[src/rtl/parity_pkg.sv]
// Shared constants for the parity round-robin scheduler: parity sense,
// request mode encoding and the response-slot FSM states.
package parity_pkg;

    localparam logic PAR_EVEN = 1'b0;
    localparam logic PAR_ODD  = 1'b1;

    localparam logic MODE_GEN = 1'b0;
    localparam logic MODE_CHK = 1'b1;

    // Response slot occupancy: EMPTY means rsp_valid is low, FULL means high.
    typedef enum logic {
        ST_EMPTY = 1'b0,
        ST_FULL  = 1'b1
    } slot_state_t;

endpackage : parity_pkg

[src/rtl/parity_rr_scheduler_if.sv]
// Request/response bundle between the requesters (master side) and the
// parity scheduler (slave side).
interface parity_rr_scheduler_if #(
    parameter int NUM_REQ = 4,
    parameter int DATA_W  = 8
);
    localparam int ID_W = $clog2(NUM_REQ);

    logic [NUM_REQ-1:0]        req_valid;
    logic [NUM_REQ*DATA_W-1:0] req_data;
    logic [NUM_REQ-1:0]        req_mode;
    logic [NUM_REQ-1:0]        req_par;
    logic [NUM_REQ-1:0]        req_ready;

    logic                      rsp_valid;
    logic                      rsp_ready;
    logic [ID_W-1:0]           rsp_id;
    logic                      rsp_parity;
    logic                      rsp_error;

    // Requester / response consumer side.
    modport master (
        output req_valid, req_data, req_mode, req_par, rsp_ready,
        input  req_ready, rsp_valid, rsp_id, rsp_parity, rsp_error
    );

    // Scheduler side.
    modport slave (
        input  req_valid, req_data, req_mode, req_par, rsp_ready,
        output req_ready, rsp_valid, rsp_id, rsp_parity, rsp_error
    );

endinterface : parity_rr_scheduler_if

[src/rtl/parity_core.sv]
// Combinational parity engine: XOR reduction of the data word, inverted
// when odd parity is selected.
module parity_core
    import parity_pkg::*;
#(
    parameter int DATA_W     = 8,
    parameter int ODD_PARITY = 0
) (
    input  logic [DATA_W-1:0] data,
    output logic              parity
);

    localparam logic PAR_SEL = (ODD_PARITY != 0) ? PAR_ODD : PAR_EVEN;

    // Even parity bit is the plain reduction; odd flips it.
    always_comb begin
        parity = (^data) ^ PAR_SEL;
    end

endmodule : parity_core

[src/rtl/parity_rr_scheduler.sv]
// Shares one parity engine among NUM_REQ requesters with round-robin
// arbitration, returns a single registered response per accept and keeps a
// saturating count of failed parity checks.
module parity_rr_scheduler
    import parity_pkg::*;
#(
    parameter int NUM_REQ    = 4,
    parameter int DATA_W     = 8,
    parameter int ODD_PARITY = 0,
    parameter int ERR_CNT_W  = 16
) (
    input  logic                  clk,
    input  logic                  rst_n,
    parity_rr_scheduler_if.slave  bus,
    input  logic                  err_clr,
    output logic [ERR_CNT_W-1:0]  err_count
);

    localparam int                ID_W      = $clog2(NUM_REQ);
    localparam logic [ID_W:0]     NUM_REQ_W = (ID_W+1)'(NUM_REQ);
    localparam logic [ID_W-1:0]   LAST_IDX  = ID_W'(NUM_REQ - 1);

    slot_state_t           state_reg;
    logic                  rsp_valid_reg;
    logic [ID_W-1:0]       rsp_id_reg;
    logic                  rsp_parity_reg;
    logic                  rsp_error_reg;
    logic [ID_W-1:0]       ptr_reg;
    logic [ERR_CNT_W-1:0]  err_count_reg;

    logic                  grant_found;
    logic [ID_W-1:0]       grant_idx;
    logic [NUM_REQ-1:0]    grant_onehot;
    logic [ID_W:0]         cand;
    logic [ID_W-1:0]       ptr_next;

    logic                  slot_free;
    logic                  xfer;
    logic [DATA_W-1:0]     data_arr [NUM_REQ];
    logic [DATA_W-1:0]     sel_data;
    logic                  sel_mode;
    logic                  sel_par;
    logic                  par_bit;
    logic                  chk_err;

    // Split the flat data bus into one word per requester.
    generate
        for (genvar gi = 0; gi < NUM_REQ; gi++) begin : g_data_split
            assign data_arr[gi] = bus.req_data[gi*DATA_W +: DATA_W];
        end
    endgenerate

    // A new response may be produced when the slot is empty or draining now.
    assign slot_free = !rsp_valid_reg || bus.rsp_ready;

    // Round-robin search starting at the pointer and wrapping past NUM_REQ-1.
    always_comb begin
        grant_found  = 1'b0;
        grant_idx    = '0;
        grant_onehot = '0;
        cand         = '0;
        for (int k = 0; k < NUM_REQ; k++) begin
            cand = {1'b0, ptr_reg} + (ID_W+1)'(k);
            if (cand >= NUM_REQ_W) begin
                cand = cand - NUM_REQ_W;
            end
            if (!grant_found && bus.req_valid[cand[ID_W-1:0]]) begin
                grant_found = 1'b1;
                grant_idx   = cand[ID_W-1:0];
            end
        end
        if (grant_found) begin
            grant_onehot = NUM_REQ'(1) << grant_idx;
        end
    end

    // Ready is held off during reset so nothing is accepted before release.
    assign bus.req_ready = (rst_n && slot_free) ? grant_onehot : '0;
    assign xfer          = rst_n && slot_free && grant_found;

    assign sel_data = data_arr[grant_idx];
    assign sel_mode = bus.req_mode[grant_idx];
    assign sel_par  = bus.req_par[grant_idx];

    parity_core #(
        .DATA_W     (DATA_W),
        .ODD_PARITY (ODD_PARITY)
    ) u_parity_core (
        .data   (sel_data),
        .parity (par_bit)
    );

    assign chk_err  = (sel_mode == MODE_CHK) && (par_bit != sel_par);
    assign ptr_next = (grant_idx == LAST_IDX) ? '0 : grant_idx + 1'b1;

    // Response slot FSM: loads on every transfer, holds on stall, empties
    // when the consumer takes the response and nothing new is accepted.
    always_ff @(posedge clk or negedge rst_n) begin
        if (!rst_n) begin
            state_reg      <= ST_EMPTY;
            rsp_valid_reg  <= 1'b0;
            rsp_id_reg     <= '0;
            rsp_parity_reg <= 1'b0;
            rsp_error_reg  <= 1'b0;
            ptr_reg        <= '0;
        end else begin
            case (state_reg)
                ST_EMPTY: begin
                    if (xfer) begin
                        state_reg      <= ST_FULL;
                        rsp_valid_reg  <= 1'b1;
                        rsp_id_reg     <= grant_idx;
                        rsp_parity_reg <= par_bit;
                        rsp_error_reg  <= chk_err;
                        ptr_reg        <= ptr_next;
                    end
                end
                ST_FULL: begin
                    if (xfer) begin
                        rsp_valid_reg  <= 1'b1;
                        rsp_id_reg     <= grant_idx;
                        rsp_parity_reg <= par_bit;
                        rsp_error_reg  <= chk_err;
                        ptr_reg        <= ptr_next;
                    end else if (bus.rsp_ready) begin
                        state_reg     <= ST_EMPTY;
                        rsp_valid_reg <= 1'b0;
                    end
                end
                default: begin
                    state_reg     <= ST_EMPTY;
                    rsp_valid_reg <= 1'b0;
                end
            endcase
        end
    end

    // Saturating count of accepted check requests that failed; clear wins.
    always_ff @(posedge clk or negedge rst_n) begin
        if (!rst_n) begin
            err_count_reg <= '0;
        end else if (err_clr) begin
            err_count_reg <= '0;
        end else if (xfer && chk_err && (err_count_reg != '1)) begin
            err_count_reg <= err_count_reg + 1'b1;
        end
    end

    assign bus.rsp_valid  = rsp_valid_reg;
    assign bus.rsp_id     = rsp_id_reg;
    assign bus.rsp_parity = rsp_parity_reg;
    assign bus.rsp_error  = rsp_error_reg;
    assign err_count      = err_count_reg;

endmodule : parity_rr_scheduler

[src/flat_wrapper.sv]
// flat-port wrapper written by rule: the top's interface ports become plain ports
module parity_rr_scheduler_flat import parity_pkg::*;
#(
    parameter int NUM_REQ    = 4,
    parameter int DATA_W     = 8,
    parameter int ODD_PARITY = 0,
    parameter int ERR_CNT_W  = 16
)
  (clk, rst_n, err_clr, err_count, bus_req_valid, bus_req_data, bus_req_mode, bus_req_par, bus_rsp_ready, bus_req_ready, bus_rsp_valid, bus_rsp_id, bus_rsp_parity, bus_rsp_error);
  parity_rr_scheduler_if #(.NUM_REQ(NUM_REQ), .DATA_W(DATA_W)) bus_i ();
  input  logic clk;
  input  logic rst_n;
  input  logic err_clr;
  output logic [ERR_CNT_W-1:0] err_count;
  input wire logic [$bits(bus_i.req_valid)-1:0] bus_req_valid;
  input wire logic [$bits(bus_i.req_data)-1:0] bus_req_data;
  input wire logic [$bits(bus_i.req_mode)-1:0] bus_req_mode;
  input wire logic [$bits(bus_i.req_par)-1:0] bus_req_par;
  input wire logic [$bits(bus_i.rsp_ready)-1:0] bus_rsp_ready;
  output wire logic [$bits(bus_i.req_ready)-1:0] bus_req_ready;
  output wire logic [$bits(bus_i.rsp_valid)-1:0] bus_rsp_valid;
  output wire logic [$bits(bus_i.rsp_id)-1:0] bus_rsp_id;
  output wire logic [$bits(bus_i.rsp_parity)-1:0] bus_rsp_parity;
  output wire logic [$bits(bus_i.rsp_error)-1:0] bus_rsp_error;
  assign bus_i.req_valid = bus_req_valid;
  assign bus_i.req_data = bus_req_data;
  assign bus_i.req_mode = bus_req_mode;
  assign bus_i.req_par = bus_req_par;
  assign bus_i.rsp_ready = bus_rsp_ready;
  assign bus_req_ready = bus_i.req_ready;
  assign bus_rsp_valid = bus_i.rsp_valid;
  assign bus_rsp_id = bus_i.rsp_id;
  assign bus_rsp_parity = bus_i.rsp_parity;
  assign bus_rsp_error = bus_i.rsp_error;
  parity_rr_scheduler #(.NUM_REQ(NUM_REQ), .DATA_W(DATA_W), .ODD_PARITY(ODD_PARITY), .ERR_CNT_W(ERR_CNT_W)) u_core (.clk(clk), .rst_n(rst_n), .bus(bus_i), .err_clr(err_clr), .err_count(err_count));
endmodule
[config.mk]
export PLATFORM = sky130hd
export DESIGN_NAME = parity_rr_scheduler_flat
export DESIGN_NICKNAME = d
export VERILOG_FILES = /design/src/rtl/parity_pkg.sv /design/src/rtl/parity_rr_scheduler_if.sv /design/src/rtl/parity_core.sv /design/src/rtl/parity_rr_scheduler.sv /design/src/flat_wrapper.sv
export SDC_FILE = /design/constraint.sdc
export NUM_CORES = 1
export LEC_CHECK = 0
export ABC_AREA = 1
export BUFFER_PORTS_ARGS = -buffer_cell sky130_fd_sc_hd__clkbuf_2
export CAP_MARGIN = 20
export CORE_MARGIN = 2
export CORE_UTILIZATION = 35
export DETAILED_ROUTE_END_ITERATION = 10
export SLEW_MARGIN = 20
export SYNTH_ARGS = -nofsm -noshare
export SYNTH_HDL_FRONTEND = slang
export SYNTH_SLANG_ARGS = --single-unit
[constraint.sdc]
create_clock -name clk -period 3.7 [get_ports clk]
set_clock_uncertainty 0.15 [all_clocks]
set_input_delay 0.37 -clock clk [delete_from_list [all_inputs] [get_ports clk]]
set_output_delay 0.37 -clock clk [all_outputs]
set_load 0.005 [all_outputs]
==> results_dict.tcl, run 1 <==
set metrics [dict create \
    status "finished with violations" \
    violations "negative hold slack" \
    worstSetupPathType "flip-flop to primary output" \
    io_buffer_count 72 \
    largest_reg_flops 16 \
    yosys_warnings 0 \
    layout_commonest_cell "nand2_1" \
    diodes 0 \
    clk_pin_slew_ns 0.08 \
    syn_area_per_cell_um2 6.34 \
    die_area_mm2 0.00722 \
    setup-violations-final 0 \
    layout_common_cells "nand2_1, clkbuf_2, inv_1" \
    rsz0062_at_grt "false" \
    ir_drop_uv 362 \
    fin_util_pct 43.4 \
    drc 0 \
    synth_cell_types 33 \
    period_minus_slack_ns 2.78 \
    yosysTopAreaCellShare_pct 26.2 \
    cts.sinks 24 \
    grt_max_degree 25 \
    final_layout_size_suffix_gt1_share_pct 22.7 \
    crit_arrival_ns 2.26 \
    p_leak_uw 0.00160 \
    hpwl_mm 4.41 \
    r2r_setup_slack_ns 0.97 \
    clk_latency_ns 0.27 \
    timing.fmax_ghz 0.360 \
    seq_area_frac_synth_pct 26.2 \
    clockBufferDepth 2 \
    min-delay-path-class "input pin to asynchronous set/reset pin" \
    hold_viol 23 \
    syn_nets 415 \
    synth_largest_area_cell "dfrtp_1" \
    post_cts_resized 0 \
    syn_inst 362 \
    grt_antenna_before_repair 0 \
    synth_area_leaders "dfrtp_1, nand2_1, inv_1" \
    dp_cells 505 \
    maxCapViolCount 0 \
    area_growth_pct 20.2 \
    maxSlewHeadroom_pct 62.4 \
    vias_per_cell 4.64 \
    synth-edff-count 0 \
    cp-start-kind "flip-flop" \
    async_reset_ff_share_pct 100 \
    power_density_mw_per_mm2 607 \
    required_ns 3.18 \
    cts_max_level 1 \
    post-cts-setup-buffer-count 0 \
    final_antenna_net_count 0 \
    setup.worst_path.end_class "primary output" \
    core_area_mm2 0.00635 \
    fill_cells 698 \
    holdWs_ns -0.00674 \
    die_w_um 85.0 \
    gp_congestion 0.821 \
    grt_pass1_wl_mm 9.50 \
    placementRows 29 \
    r2r-end "u_core.err_count[9]$_DFFE_PN0P_" \
    power.total_uw 1670 \
    die_height_um 85.0 \
    setup_tns_ns 0 \
    hold_buffers 0 \
    grt_usage_pct 15.6 \
    path_max_fanout 10 \
    stdcell_count 508 \
    post_drt_wl_per_cell_um 10.9 \
    cts_tree "yes" \
    cts_root_buf "clkbuf_8" \
    routed-via-count 2358 \
    grt_pass1_vias 2169 \
    worst_slew_pin_slew_ns 0.561 \
    r2r_cells 14 \
    dr.pass1.iters 4 \
    reg2reg_from "u_core.ptr_reg[0]$_DFFE_PN0P_" \
    drt-initial-drc-count 110 \
    nets 486 \
    period_share_pct 75.1 \
    io_pins 73 \
    routed_wl_mm 5.52 \
    synth_area_mm2 0.00229 \
    synth_seq_cells 24 \
    synth_ff_type "dfrtp_1" \
    numCtsBuffers 3 \
    grt-ovfl-total 0 \
    slew_violations 0 \
    start_util_pct 36.1 \
]
-- worst max path at each step --
stage                                              from                                to  slack [ns]  cells past startpoint
after floorplan           u_core.ptr_reg[0]$_DFFE_PN0P_   u_core.err_count[0]$_DFFE_PN0P_        1.45                     16
after global placement    u_core.ptr_reg[0]$_DFFE_PN0P_  u_core.err_count[13]$_DFFE_PN0P_        1.01                     14
after detailed placement  u_core.ptr_reg[0]$_DFFE_PN0P_   u_core.err_count[9]$_DFFE_PN0P_        0.95                     14
after CTS                 u_core.ptr_reg[0]$_DFFE_PN0P_                  bus_req_ready[3]        0.90                     14
after global routing      u_core.ptr_reg[0]$_DFFE_PN0P_   u_core.err_count[5]$_DFFE_PN0P_        0.63                     14
final                     u_core.ptr_reg[0]$_DFFE_PN0P_                  bus_req_ready[3]        0.92                     14
-- metrics by stage --
stage | cell area, um2 | setup WS, ns | hold WS (ns)
after global placement | 2720 | 1.01 | 0.312
after floorplan | 2290 | 1.45 | -0.0756
after global routing | 2760 | 0.628 | 0.0355
after detailed placement | 2720 | 0.946 | 0.300
final | 2760 | 0.921 | -0.00674
after CTS | 2760 | 0.900 | 0.00732
-- synth_stat cells, types with 2 or more instances --
cell	n
nand3_1	34
nor3_1	5
nand3_2	2
xor2_1	18
nor2_1	34
nand2_4	2
xnor2_1	9
nand3_4	2
clkbuf_1	4
dfrtp_1	24
nand2_1	128
o21ai_0	5
buf_6	2
nand4_1	10
o22ai_1	2
ha_1	5
nand2_2	7
inv_2	4
inv_1	51
-- kinds of logic after synthesis --
family | count (synthesis) | share of synthesized area, %
adders and majority gates | 5 | 2.73
and+or+nand+nor | 230 | 46.2
xor gates and xnor gates | 27 | 10.3
buffers and inverters | 64 | 11.4
DFF | 24 | 26.2
AOI/OAI and AO/OA | 12 | 3.16
-- report_power, final --
group          total (uW)  internal (uW)  switching, uW
registers             384            317           66.2
clock network         156           72.9           83.1
logic                1130            387            745
-- layer usage --
metal,GRT usage [%],vias to the layer above,routed length [um]
li1,-,1255,-
met1,21.9,1051,2660
met2,24.6,48,2530
met3,3.40,4,263
met4,3.17,0,57
met5,0,-,0
-- area by class of cell --
cell class / count / area [um2] / share of cell area [%]
well taps: 77 / 96.3 / 3.50
inverters: 57 / 219 / 7.94
repair buffers: 73 / 368 / 13.3
clock buffers: 3 / 41.3 / 1.50
multi-input cells: 274 / 1430 / 51.9
flip-flops and latches: 24 / 601 / 21.8
-- critical path, stage by stage, from the launching register on --
cell and delay, ns:
dfrtp_1 0.58, inv_6 0.10, nand2_1 0.09, nand2_2 0.08, nand2_2 0.08, nand2_2 0.09, nor2_8 0.11, nand3_1 0.08
nand3_1 0.08, nand2_2 0.11, inv_2 0.12, ha_1 0.17, inv_1 0.04, nor2_1 0.13, clkbuf_2 0.14
No activity file was read; power rests on OpenSTA's default activity.
==> run 2: changes to the inputs <==
==> constraint.sdc (replaced) <==
create_clock -name clk -period 2.7 [get_ports clk]
set_clock_uncertainty 0.15 [all_clocks]
set_input_delay 0.27 -clock clk [delete_from_list [all_inputs] [get_ports clk]]
set_output_delay 0.27 -clock clk [all_outputs]
set_load 0.005 [all_outputs]
==> run 2 against run 1 <==
Net effect: the run now ends clean; critical path depth unchanged; clock power increased by 59%; hold slack improved by 0.053 ns; via count is 1.3% higher; final cell count up 2.0%; sequential share of layout area fell by 0.68 points; critical endpoint unchanged; largest power group unchanged.
==> results_dict.tcl, run 2 (synthesis gave the netlist of run 1 again) <==
set metrics [dict create \
    status "completed" \
    final_layout_size_suffix_gt1_share_pct 24.5 \
    fill_cells 695 \
    worst_path_max_delay_cell "dfrtp_2" \
    vias_per_cell 4.61 \
    power.total_uw 2490 \
    p_leak_uw 0.00165 \
    grt_max_degree 25 \
    drc 0 \
    grt-ovfl-total 0 \
    period_share_pct 94.2 \
    place_area_mm2 0.00275 \
    slew_violations 0 \
    largest_reg_flops 16 \
    cts.sinks 24 \
    clk_pin_slew_ns 0.09 \
    nets 495 \
    worst_slew_pin_slew_ns 0.372 \
    setup-violations-final 0 \
    die_w_um 85.0 \
    hold_viol 0 \
    die_height_um 85.0 \
    gp_congestion 0.827 \
    cp_num_buf_inv 4 \
    routed-via-count 2389 \
    cp-start-kind "flip-flop" \
    placementRows 29 \
    min-delay-path-class "input pin to flip-flop" \
    clockBufferDepth 2 \
    maxCapViolCount 0 \
    grt_antenna_before_repair 0 \
    crit_arrival_ns 2.12 \
    crit_family "simple AND/OR/NAND/NOR gates" \
    ir_drop_uv 477 \
    grt_pass1_wl_mm 9.89 \
    numCtsBuffers 3 \
    start_util_pct 36.1 \
    setup_tns_ns 0 \
    clk_latency_ns 0.27 \
    setup.worst_path.end_class "primary output" \
    io_pins 73 \
    area_growth_pct 24.3 \
    slowest_delay_ns 0.47 \
    cts_root_buf "clkbuf_8" \
    register_area_um2 602 \
    worstSetupPathType "flip-flop to primary output" \
    post_drt_wl_per_cell_um 10.7 \
    period_minus_slack_ns 2.54 \
    final_antenna_net_count 0 \
    required_ns 2.28 \
    layout_common_cells "nand2_1, clkbuf_2, inv_1" \
    cts_max_level 1 \
    timing.fmax_ghz 0.393 \
    drt-initial-drc-count 114 \
    multi_input_area_mm2 0.00145 \
    path_cells "buf_4 > nand2_1 > nand2_1 > nand2_1 > nand2_2 > nor2_8 > nand3_1 > nand3_1 > nand2_4 > inv_4 > ha_1 > inv_1 > nor2_1 > clkbuf_2" \
    crit_top_cell "nand2_1" \
    routed_wl_mm 5.55 \
    maxSlewHeadroom_pct 75.2 \
    dr.pass1.iters 5 \
    io_buffer_count 72 \
    core_area_mm2 0.00635 \
    layout_commonest_cell "nand2_1" \
    diodes 0 \
    die_area_mm2 0.00722 \
    cts_tree "yes" \
    hpwl_mm 4.37 \
    fin_area_mm2 0.00285 \
    power_density_mw_per_mm2 873 \
    grt_pass1_vias 2243 \
    path_max_fanout 7 \
    grt_usage_pct 16.3 \
]
## run 2: power breakdown
part	switching [uW]	total, uW	internal (uW)
combinational	1090	1730	635
clock	117	248	130
sequential	79.8	516	437
total	1290	2490	1200
## run 2: repair_timing
action | CTS | global route
hold buffers | 1 | 0
buffers inserted | 0 | 2
endpoints found under the setup margin | 0 | 20
endpoints found under the hold margin | 24 | 0
resized for setup | 0 | 5
## run 2: metal layers
metal	routed length [um]	vias to the layer above	share of wire [%]	GRT usage [%]
met3	229	2	4.1	2.43
li1	-	1275	-	-
met4	22	0	0.40	1.73
met5	0	-	0	0
met1	2710	1065	49	23.2
met2	2580	47	47	27.0
## run 2: worst paths after layout
check | cells past startpoint | startpoint | endpoint | slack, ns
max in group asynchronous | 3 | rst_n | u_core.ptr_reg[0]$_DFFE_PN0P_ | 1.71
min reg2reg | 2 | u_core.bus.rsp_error$_DFFE_PN0P_ | u_core.bus.rsp_error$_DFFE_PN0P_ | 0.35
min in group asynchronous | 3 | rst_n | u_core.err_count[3]$_DFFE_PN0P_ | 0.44
max reg2reg | 16 | u_core.ptr_reg[0]$_DFFE_PN0P_ | u_core.err_count[8]$_DFFE_PN0P_ | 0.26
max | 14 | u_core.ptr_reg[0]$_DFFE_PN0P_ | bus_req_ready[3] | 0.16
min | 2 | bus_rsp_ready | u_core.state_reg$_DFF_PN0_ | 0.05
## run 2: final cells by class
cell class	count	area share, %
clock buffer	4	1.93
inverter	57	7.77
multi-input combinational	275	50.7
sequential	24	21.1
tap	77	3.38
timing repair buffer	81	15.1
## run 2: metrics by stage
step	setup slack, ns	instances	hold slack (ns)	util, %
global placement	0.177	510	0.204	43.3
finish	0.156	518	0.0463	44.9
CTS	0.0379	515	0.0421	44.4
global route	-0.00680	518	0.0633	44.9
floorplan	0.454	362	-0.176	-
detailed placement	0.181	510	0.204	43.3
